$ cat config.mk
export PLATFORM = sky130hd
export DESIGN_NAME = fast_square_tx_bb
export DESIGN_NICKNAME = d
export VERILOG_FILES = /design/src/rtl/fast_square_pkg.sv /design/src/rtl/fast_square_tx_unpack.sv /design/src/rtl/fast_square_tx_bb.sv
export SDC_FILE = /design/constraint.sdc
export NUM_CORES = 1
export LEC_CHECK = 0
export CORE_MARGIN = 5
export CORE_UTILIZATION = 40
export DETAILED_ROUTE_END_ITERATION = 6
export PLACE_DENSITY = 0.64
export REMOVE_ABC_BUFFERS = 1
export SLEW_MARGIN = 20
export SYNTH_ARGS = -nofsm -noshare
export SYNTH_HDL_FRONTEND = slang
export SYNTH_SLANG_ARGS = --single-unit
$ cat constraint.sdc
create_clock -name clock_i -period 2.4 [get_ports clock_i]
set_clock_uncertainty 0.2 [all_clocks]
set_input_delay 0.24 -clock clock_i [delete_from_list [all_inputs] [get_ports clock_i]]
set_output_delay 0.24 -clock clock_i [all_outputs]
set_load 0.03 [all_outputs]
$ cat src/rtl/fast_square_pkg.sv
// fast_square_pkg: shared constants and types for the fast-square link.
// Holds the restart marker word, the TX state enum, the default sample
// amplitude and the bit-to-sample mapping helper used by the TX unpacker.
package fast_square_pkg;

    localparam int unsigned WORD_W = 16;
    localparam int unsigned CNT_W  = 4;

    // Marker word honoured on both receive and transmit paths.
    localparam logic [WORD_W-1:0] RESTART_WORD = 16'h8000;

    // Default magnitude of emitted samples (valid range 1..32767).
    localparam logic [WORD_W-1:0] DEFAULT_AMPLITUDE = 16'd8192;

    typedef enum logic [1:0] {
        IDLE    = 2'd0,
        RUN     = 2'd1,
        STARVED = 2'd2
    } tx_state_e;

    // Map one packed bit to a signed sample: 1 -> +amp, 0 -> -amp (two's complement).
    function automatic logic [WORD_W-1:0] map_bit(input logic b, input logic [WORD_W-1:0] amp);
        return b ? amp : WORD_W'(WORD_W'(0) - amp);
    endfunction

endpackage

$ cat src/rtl/fast_square_tx_unpack.sv
// fast_square_tx_unpack: one channel of the TX unpacker.
// Holds the active shift word, emits its MSB as a +/-amplitude sample and
// shifts left on every emit. The sample output is registered.
// Ports:
//   clk_i, rst_i    clock, synchronous active-high reset
//   load_i          take word_i into the shift register
//   word_i          word to load (oldest sample in bit 15)
//   emit_i          output the mapped MSB and shift left
//   zero_i          force the sample output to 0 (idle strobe or disabled)
//   flush_i         drop the shift contents
//   sample_o        registered signed sample
module fast_square_tx_unpack
    import fast_square_pkg::*;
#(
    parameter logic [15:0] AMPLITUDE = DEFAULT_AMPLITUDE
) (
    input  logic        clk_i,
    input  logic        rst_i,
    input  logic        load_i,
    input  logic [15:0] word_i,
    input  logic        emit_i,
    input  logic        zero_i,
    input  logic        flush_i,
    output logic [15:0] sample_o
);

    logic [15:0] sh_q, sh_d;
    logic [15:0] sample_q, sample_d;

    // Next shift word: a load replaces the word even when the last bit of the
    // previous one is being emitted in the same cycle.
    always_comb begin
        sh_d     = sh_q;
        sample_d = sample_q;
        if (emit_i) begin
            sample_d = map_bit(sh_q[15], AMPLITUDE);
        end else if (zero_i) begin
            sample_d = 16'd0;
        end
        if (load_i) begin
            sh_d = word_i;
        end else if (flush_i) begin
            sh_d = 16'd0;
        end else if (emit_i) begin
            sh_d = {sh_q[14:0], 1'b0};
        end
    end

    always_ff @(posedge clk_i) begin
        if (rst_i) begin
            sh_q     <= 16'd0;
            sample_q <= 16'd0;
        end else begin
            sh_q     <= sh_d;
            sample_q <= sample_d;
        end
    end

    assign sample_o = sample_q;

endmodule

$ cat src/rtl/fast_square_tx_bb.sv
// fast_square_tx_bb: transmit baseband unpacker for the fast-square link.
// Accepts packed 16-bit I/Q words (oldest sample in bit 15) into a one-entry
// holding buffer, moves them into per-channel shift registers and emits one
// +/-AMPLITUDE sample pair per enabled sample strobe.
// Optional feature: define FAST_SQUARE_TX_MARKER_EN to treat an accepted
// 16'h8000/16'h8000 pair as a restart marker (flush, back to IDLE, pulse
// restart_o, clear underrun). Without it the marker is ordinary data.
// Ports:
//   clock_i, reset_i           clock, synchronous active-high reset
//   enable_i                   low: strobes ignored, samples forced to 0
//   sample_strobe_i            one pulse per output sample
//   in_valid_i / in_ready_o    word-pair handshake (in_ready_o is combinational)
//   i_word_i, q_word_i         packed I/Q bits
//   i_out_o, q_out_o           registered signed samples
//   out_strobe_o               samples updated this cycle
//   underrun_o                 sticky: strobe with no data after a word ran out
//   restart_o                  one-cycle pulse after a marker is consumed
module fast_square_tx_bb
    import fast_square_pkg::*;
#(
    parameter logic [15:0] AMPLITUDE = DEFAULT_AMPLITUDE
) (
    input  logic        clock_i,
    input  logic        reset_i,
    input  logic        enable_i,
    input  logic        sample_strobe_i,
    input  logic        in_valid_i,
    output logic        in_ready_o,
    input  logic [15:0] i_word_i,
    input  logic [15:0] q_word_i,
    output logic [15:0] i_out_o,
    output logic [15:0] q_out_o,
    output logic        out_strobe_o,
    output logic        underrun_o,
    output logic        restart_o
);

    tx_state_e        state_q;
    logic [15:0]      hold_i_q, hold_i_d;
    logic [15:0]      hold_q_q, hold_q_d;
    logic             hold_valid_q, hold_valid_d;
    logic [CNT_W-1:0] bitcnt_q, bitcnt_d;
    logic             active_q, active_d;
    logic             underrun_q, underrun_d;
    logic             out_strobe_q;
    logic             restart_q;

    logic strobe_en;
    logic accept;
    logic marker;
    logic store;
    logic emit;
    logic word_end;
    logic load;
    logic zero_out;

    assign in_ready_o = !hold_valid_q && !reset_i;
    assign accept     = in_valid_i && in_ready_o;
    assign strobe_en  = enable_i && sample_strobe_i;

`ifdef FAST_SQUARE_TX_MARKER_EN
    assign marker = accept && (i_word_i == RESTART_WORD) && (q_word_i == RESTART_WORD);
`else
    assign marker = 1'b0;
`endif

    assign store    = accept && !marker;
    assign emit     = strobe_en && active_q;
    assign word_end = emit && (bitcnt_q == CNT_W'(15));
    // Hold entry moves in when the shift pair is free or frees up this cycle.
    assign load     = hold_valid_q && (!active_q || word_end);
    // Idle strobe or disabled block drives zero samples.
    assign zero_out = !enable_i || (sample_strobe_i && !active_q);

    // Buffer, bit counter and sticky underrun next-state.
    always_comb begin
        hold_i_d     = hold_i_q;
        hold_q_d     = hold_q_q;
        hold_valid_d = hold_valid_q;
        bitcnt_d     = bitcnt_q;
        active_d     = active_q;
        underrun_d   = underrun_q;

        if (load) begin
            hold_valid_d = 1'b0;
        end
        if (store) begin
            hold_valid_d = 1'b1;
            hold_i_d     = i_word_i;
            hold_q_d     = q_word_i;
        end

        if (load) begin
            bitcnt_d = '0;
            active_d = 1'b1;
        end else if (emit) begin
            bitcnt_d = bitcnt_q + CNT_W'(1);
            if (word_end) begin
                active_d = 1'b0;
            end
        end

        if (strobe_en && !active_q && (state_q == STARVED)) begin
            underrun_d = 1'b1;
        end

        // Marker discards the partial word and any pending entry.
        if (marker) begin
            hold_valid_d = 1'b0;
            active_d     = 1'b0;
            bitcnt_d     = '0;
            underrun_d   = 1'b0;
        end
    end

    // State machine and registered status outputs.
    always_ff @(posedge clock_i) begin
        if (reset_i) begin
            state_q      <= IDLE;
            hold_i_q     <= 16'd0;
            hold_q_q     <= 16'd0;
            hold_valid_q <= 1'b0;
            bitcnt_q     <= '0;
            active_q     <= 1'b0;
            underrun_q   <= 1'b0;
            out_strobe_q <= 1'b0;
            restart_q    <= 1'b0;
        end else begin
            hold_i_q     <= hold_i_d;
            hold_q_q     <= hold_q_d;
            hold_valid_q <= hold_valid_d;
            bitcnt_q     <= bitcnt_d;
            active_q     <= active_d;
            underrun_q   <= underrun_d;
            out_strobe_q <= strobe_en;
            restart_q    <= marker;

            if (marker) begin
                state_q <= IDLE;
            end else begin
                case (state_q)
                    IDLE:    if (load) state_q <= RUN;
                    RUN:     if (word_end && !load) state_q <= STARVED;
                    STARVED: if (load) state_q <= RUN;
                    default: state_q <= IDLE;
                endcase
            end
        end
    end

    fast_square_tx_unpack #(
        .AMPLITUDE (AMPLITUDE)
    ) u_unpack_i (
        .clk_i    (clock_i),
        .rst_i    (reset_i),
        .load_i   (load),
        .word_i   (hold_i_q),
        .emit_i   (emit),
        .zero_i   (zero_out),
        .flush_i  (marker),
        .sample_o (i_out_o)
    );

    fast_square_tx_unpack #(
        .AMPLITUDE (AMPLITUDE)
    ) u_unpack_q (
        .clk_i    (clock_i),
        .rst_i    (reset_i),
        .load_i   (load),
        .word_i   (hold_q_q),
        .emit_i   (emit),
        .zero_i   (zero_out),
        .flush_i  (marker),
        .sample_o (q_out_o)
    );

    assign out_strobe_o = out_strobe_q;
    assign underrun_o   = underrun_q;
    assign restart_o    = restart_q;

endmodule

==> out/qor.txt, run 1 <==
Pint: 1.999 mW
Clk Latency, worst-skew pair: 350 ps
Comb pwr share: 0.164
GP Congestion: 0.8142
Root buffer cell: clkbuf_8
CP arrival: 1390 ps
Synth warn: 0
Hold Vio Cnt, Final: 0
Cell chain of the critical path: clkdlybuf4s50_1
Yosys reg bits: 77
Post-CTS Resized: 0
Syn_area_per_cell: 9.894 µm²
Placed Cells: 543
Area Overhead vs Synth: 17.28%
Clk pwr share: 0.322
First-pass GRT wire length: 13.59 mm
Final core utilization: 0.4852
Layout cells sized above 1: 0.2233
Worst Setup Path Type: reg -> out
Pwr/cell area: 612.5 mW/mm²
Die height: 108.2 µm
Initial core utilization: 0.4137
Total power: 2.772 mW
Sequential Power Share: 0.514
Worst Setup End Kind: output port
Hpwl dp: 5.432 mm
Max Freq: 0.5470 GHz
Vias in the first global route: 2750
Port buffer count: 45
Sequential-to-total area share from yosys stat: 0.3995
GRT Total Usage: 0.1450
Synth Flop Type: dfxtp_1
CORE AREA: 0.009328 mm²
Critical Path Slowest Stage Cell: clkdlybuf4s50_1
Switching portion of total power: 0.2787
Buf/Inv on CP: 1
Fin crit share: 0.7618
Total Die Area: 0.01171 mm²
Hold Worst Slack: 287.2 ps
Post-layout min period: 1828 ps
CTS Hold Bufs: 0
Max cap viols: 0
Worst-case clock buffer depth: 2
Leakage power: 1.837 nW
Clk slew on worst S/H paths: 90 ps
CP top delay family: buffers and inverters
Remaining DRCs: 0
Final Cell Area: 0.004526 mm²
WL/cell: 14.70 µm
CP Max Fanout: 3
Mean number of vias per cell: 5.086
Final setup violation count: 0
RSZ-0062 raised after global routing: false
Io pins: 73
Post-CTS Setup Bufs: 0
DRT Wirelength: 8.218 mm
Slew Limit Fails: 0
Antenna-violating nets left: 0
Net switching power: 0.7727 mW
CP peak stage delay: 680 ps
FP Rows: 35
TritonCTS Buffers: 9
Async set or reset register ratio after synthesis: 0
Ant diodes: 0
Startpoint Class: flip-flop
Non-Filler Instances: 559
Die Span X: 108.2 µm
VDD IR max: 0.3210 mV
Post-Synthesis Cells: 390
Antenna violations before repair: 0
CTS H-tree lvls: 3
Sink Count: 77
Fillers: 906
Status: complete, no violations
Gr ovfl total: 0
Hold Path Class: reg -> reg
Initial DRC Count: 122
Dpl cell area: 0.004348 mm²
Largest net degree at the start of global routing: 44
Vias: 2843
Synth cell types: 41
Total iterations of the first detailed-routing run: 4
Number of synthesized flops with an enable pin: 0
Critical Path RT: 1960 ps
CTS tree: built
Cell area after synthesis: 0.003859 mm²
Nets@finish: 463
-- cell type report --
cell class              count  area (µm²)  share of cell area
multi-input cells         273        2041              0.4509
flip-flops and latches     77        1541              0.3406
repair buffers             61       593.1              0.1310
well taps                 129       161.4             0.03566
clock buffers              11       141.4             0.03124
clock inverters             5       36.28            0.008018
inverters                   3       11.26            0.002488
-- state kept, by name, summed over array words and instances (netlist names) --
name / count
u_unpack_q.sample_o: 2
u_unpack_i.sh_q: 16
bitcnt_q: 4
hold_i_q: 16
underrun_o: 1
out_strobe_o: 1
state_q: 2
hold_valid_q: 1
u_unpack_q.sh_q: 16
u_unpack_i.sample_o: 1
active_q: 1
hold_q_q: 16
-- logic make-up (layout without fill, tap and decap cells) --
| family | after synthesis | in the layout | synth area share |
|---|---|---|---|
| xor+xnor | 1 | 1 | 0.002270 |
| fa+ha+maj | 1 | 1 | 0.003242 |
| compound gates | 78 | 78 | 0.1391 |
| simple gates | 100 | 100 | 0.1754 |
| flops | 77 | 77 | 0.3995 |
| other cells | 1 | 27 | 0.0009718 |
| buf+inv | 66 | 80 | 0.09793 |
| mux | 66 | 66 | 0.1816 |
-- power groups by stage --
stage	Combinational (mW)	Sequential (mW)	Clock [mW]
2_1_floorplan	0.280	1.45	0
3_3_place_gp	0.446	1.45	0
3_5_place_dp	0.454	1.45	0
4_1_cts	0.456	1.42	0.917
5_1_grt	0.495	1.44	0.979
6_report	0.454	1.42	0.893
-- metrics by stage --
stage	setup TNS (ps)	worst slack, ps
finish	0	571.7
global route	0	503.8
CTS	0	548.6
detailed placement	0	375.1
global placement	0	424.2
floorplan	-8602	-550.5
-- placed cells by master, fill, tap and decap left out, types with 5 or more instances in the layout --
cell type and instances:
nor2b_1 33, mux2_2 32, o311ai_0 30, clkdlybuf4s50_1 44, dfxtp_1 77, conb_1 27, buf_4 15, mux2i_1 34
nand2_1 7, or3b_2 28, nor2_1 5, nand3_1 7, a21oi_1 36, clkbuf_8 10
-- cells in the mapped netlist (all sizes together) (2+ instances only) --
cell / n / area [µm²]
and2: 2 / 12.52
o311ai: 30 / 262.8
nand2: 7 / 26.28
mux2: 32 / 360.4
nor2b: 33 / 206.5
nand3: 8 / 45.04
buf: 42 / 287.8
or3b: 30 / 262.8
nand2b: 2 / 12.51
nor4: 2 / 12.51
mux2i: 34 / 340.3
o21ai: 2 / 10.01
clkbuf: 21 / 78.83
nor2: 5 / 18.77
a21oi: 37 / 185.2
and3: 2 / 12.51
inv: 3 / 11.26
o22a: 2 / 17.52
nand3b: 3 / 22.52
dfxtp: 77 / 1541
-- worst min-delay path: stages, from the launching register on --
cell and delay (ps):
dfxtp_1 330, nand3_1 60, a21oi_1 50
-- routing by layer --
| metal | track usage | vias up | share of wire |
|---|---|---|---|
| li1 | - | 1439 | - |
| met2 | 0.2278 | 62 | 0.45 |
| met4 | 0.05591 | 0 | 0.014 |
| met3 | 0.02507 | 10 | 0.041 |
| met5 | 0 | - | 0 |
| met1 | 0.1984 | 1332 | 0.49 |
-- final timing paths --
kind                                 from                  to  slack [ps]  cells past startpoint
setup / recovery  u_unpack_q.sample_o[13]         q_out_o[13]         570                      1
hold / removal                hold_q_q[0]  u_unpack_q.sh_q[0]         290                      2
setup reg to reg              bitcnt_q[0]  u_unpack_i.sh_q[8]         660                      5
hold reg to reg               hold_q_q[0]  u_unpack_q.sh_q[0]         290                      2
No activity file was read; power rests on OpenSTA's default activity.
==> run 2: changes to the inputs <==
==> constraint.sdc (replaced) <==
create_clock -name clock_i -period 1.85 [get_ports clock_i]
set_clock_uncertainty 0.2 [all_clocks]
set_input_delay 0.185 -clock clock_i [delete_from_list [all_inputs] [get_ports clock_i]]
set_output_delay 0.185 -clock clock_i [all_outputs]
set_load 0.03 [all_outputs]
==> run 2 against run 1 <==
Effect of this change: clock power rose by 31%; critical endpoint is now q_out_o[14]; via count is 3.9% higher; cell count up 2.3%; die area stayed put; first-iteration DRC count decreased by 31%; global-route usage increased by 0.38 points; clock-buffer cell count increased by 3.
==> out/qor.txt, run 2 (synthesis results as in run 1) <==
Status: complete, no violations
CORE AREA: 0.009328 mm² (unchanged)
Total iterations of the first detailed-routing run: 4 (unchanged)
Post-CTS Setup Bufs: 0 (unchanged)
CP Max Fanout: 3 (unchanged)
Die Span X: 108.2 µm (unchanged)
CTS tree: built
Antenna violations before repair: 0 (unchanged)
WL/cell: 14.87 µm (+1.1%)
Post-CTS Resized: 0 (unchanged)
Most frequent cells in the layout: dfxtp_1, clkdlybuf4s50_1, a21oi_1, mux2i_1, nor2b_1
Post-layout min period: 1754 ps
Area Overhead vs Synth: 22.60%
CP top delay family: buffers and inverters
Hold Vio Cnt, Final: 0 (unchanged)
Remaining DRCs: 0 (unchanged)
GP Congestion: 0.7334 (-9.9%)
Initial core utilization: 0.4137 (unchanged)
Clk Latency, worst-skew pair: 340 ps (about the same)
Die height: 108.2 µm (unchanged)
Startpoint Class: flip-flop
Max cap viols: 0 (unchanged)
VDD IR max: 0.3700 mV (+15%)
Ant diodes: 0 (unchanged)
FP Rows: 35 (unchanged)
Vias: 2953 (+3.9%)
Total power: 3.658 mW (+32%)
Mean number of vias per cell: 5.163 (+1.5%)
DRT Wirelength: 8.503 mm (+3.5%)
Critical Path RT: 1460 ps (-500 ps)
Buf/Inv on CP: 1 (unchanged)
Sink Count: 77 (unchanged)
Root buffer cell: clkbuf_8
RSZ-0062 raised after global routing: false
Antenna-violating nets left: 0 (unchanged)
Worst Setup End Kind: output port
TritonCTS Buffers: 9 (unchanged)
Critical Path Slowest Stage Cell: clkdlybuf4s50_1
Largest net degree at the start of global routing: 40 (-9.1%)
Final setup violation count: 0 (unchanged)
Slew Limit Fails: 0 (unchanged)
Commonest non-fill, non-tap cell in the layout: dfxtp_1
Port buffer count: 45 (unchanged)
CTS Hold Bufs: 0 (unchanged)
First-pass GRT wire length: 13.94 mm (+2.6%)
CP arrival: 1370 ps (-20 ps)
Cell chain of the critical path: clkdlybuf4s50_1
Clk slew on worst S/H paths: 80 ps (about the same)
Worst-case clock buffer depth: 2 (unchanged)
Pwr/cell area: 773.2 mW/mm² (+26%)
Hpwl dp: 5.725 mm (+5.4%)
Multi-input gate area: 0.002041 mm² (unchanged)
TNS Setup: 0 ps (unchanged)
Io pins: 73 (unchanged)
Leakage power: 1.957 nW (+6.5%)
CTS H-tree lvls: 3 (unchanged)
Worst Setup Path Type: reg -> out
Fin crit share: 0.9481
Gr ovfl total: 0 (unchanged)
Nets@finish: 477 (+3.0%)
CP peak stage delay: 680 ps (about the same)
GRT Total Usage: 0.1487 (+0.003782)
Layout cells sized above 1: 0.2438 (+0.02054)
Initial DRC Count: 84 (-31%)
FF/Latch Area: 0.001541 mm² (unchanged)
Hold Path Class: in -> reg
Fillers: 875 (-3.4%)
Total Die Area: 0.01171 mm² (unchanged)
Vias in the first global route: 2920 (+6.2%)
Max Freq: 0.5701 GHz
-- run 2: cell types whose count changed in the layout (fill, tap and decap cells not counted), sizes merged --
cell	change
clkinvlp	-3
clkinv	-1
buf	+14
clkbuf	+3
-- run 2: stage by stage --
step	cells	util	cell area, µm²	hold WS [ps]	worst slack [ps]
3_5_place_dp	557	0.4881	4553	264.1	-150.0
5_1_grt	572	0.5072	4731	233.6	3.700
3_3_place_gp	557	0.4881	4553	257.1	-128.1
6_report	572	0.5072	4731	241.8	96.03
2_1_floorplan	353	-	3590	54.07	-1100
4_1_cts	572	0.5072	4731	236.0	64.69
-- run 2: layout make-up --
cell class,count,share of cell area
Clock inverter,1,0.001058
Tap cell,129,0.03412
Inverter,3,0.002380
Clock buffer,14,0.03650
Timing Repair Buffer,75,0.1687
Multi-Input combinational cell,273,0.4314
Sequential cell,77,0.3258
-- run 2: power by group --
part,switching (mW),internal (mW),total (mW)
sequential,0.0701,1.78,1.85
clock,0.580,0.590,1.17
combinational,0.311,0.330,0.640
-- run 2: metal layers --
layer / wire (µm) / global-route usage / vias up
li1: - / - / 1465
met1: 4026 / 0.1942 / 1403
met2: 3966 / 0.2442 / 75
met3: 414 / 0.03463 / 10
met4: 96 / 0.04599 / 0
met5: 0 / 0 / -
-- run 2: path summary, 6_finish.rpt --
kind / startpoint / end / slack, ps / depth (start not counted)
worst max-delay path: u_unpack_q.sample_o[14] / q_out_o[14] / 100 / 1
worst max register to register: bitcnt_q[0] / u_unpack_i.sh_q[1] / 100 / 6
worst min register to register: underrun_o / underrun_o / 280 / 2
worst min-delay path: q_word_i[0] / hold_q_q[0] / 240 / 2
==> run 3: changes to the inputs <==
--- a/config.mk
+++ b/config.mk
@@ -10,6 +10,7 @@
 export DETAILED_ROUTE_END_ITERATION = 6
 export PLACE_DENSITY = 0.64
 export REMOVE_ABC_BUFFERS = 1
+export SKIP_CTS_REPAIR_TIMING = 1
 export SLEW_MARGIN = 20
 export SYNTH_ARGS = -nofsm -noshare
 export SYNTH_HDL_FRONTEND = slang
==> results of run 3 <==
The final DEF is identical to that of run 2; final timing and power are the same.
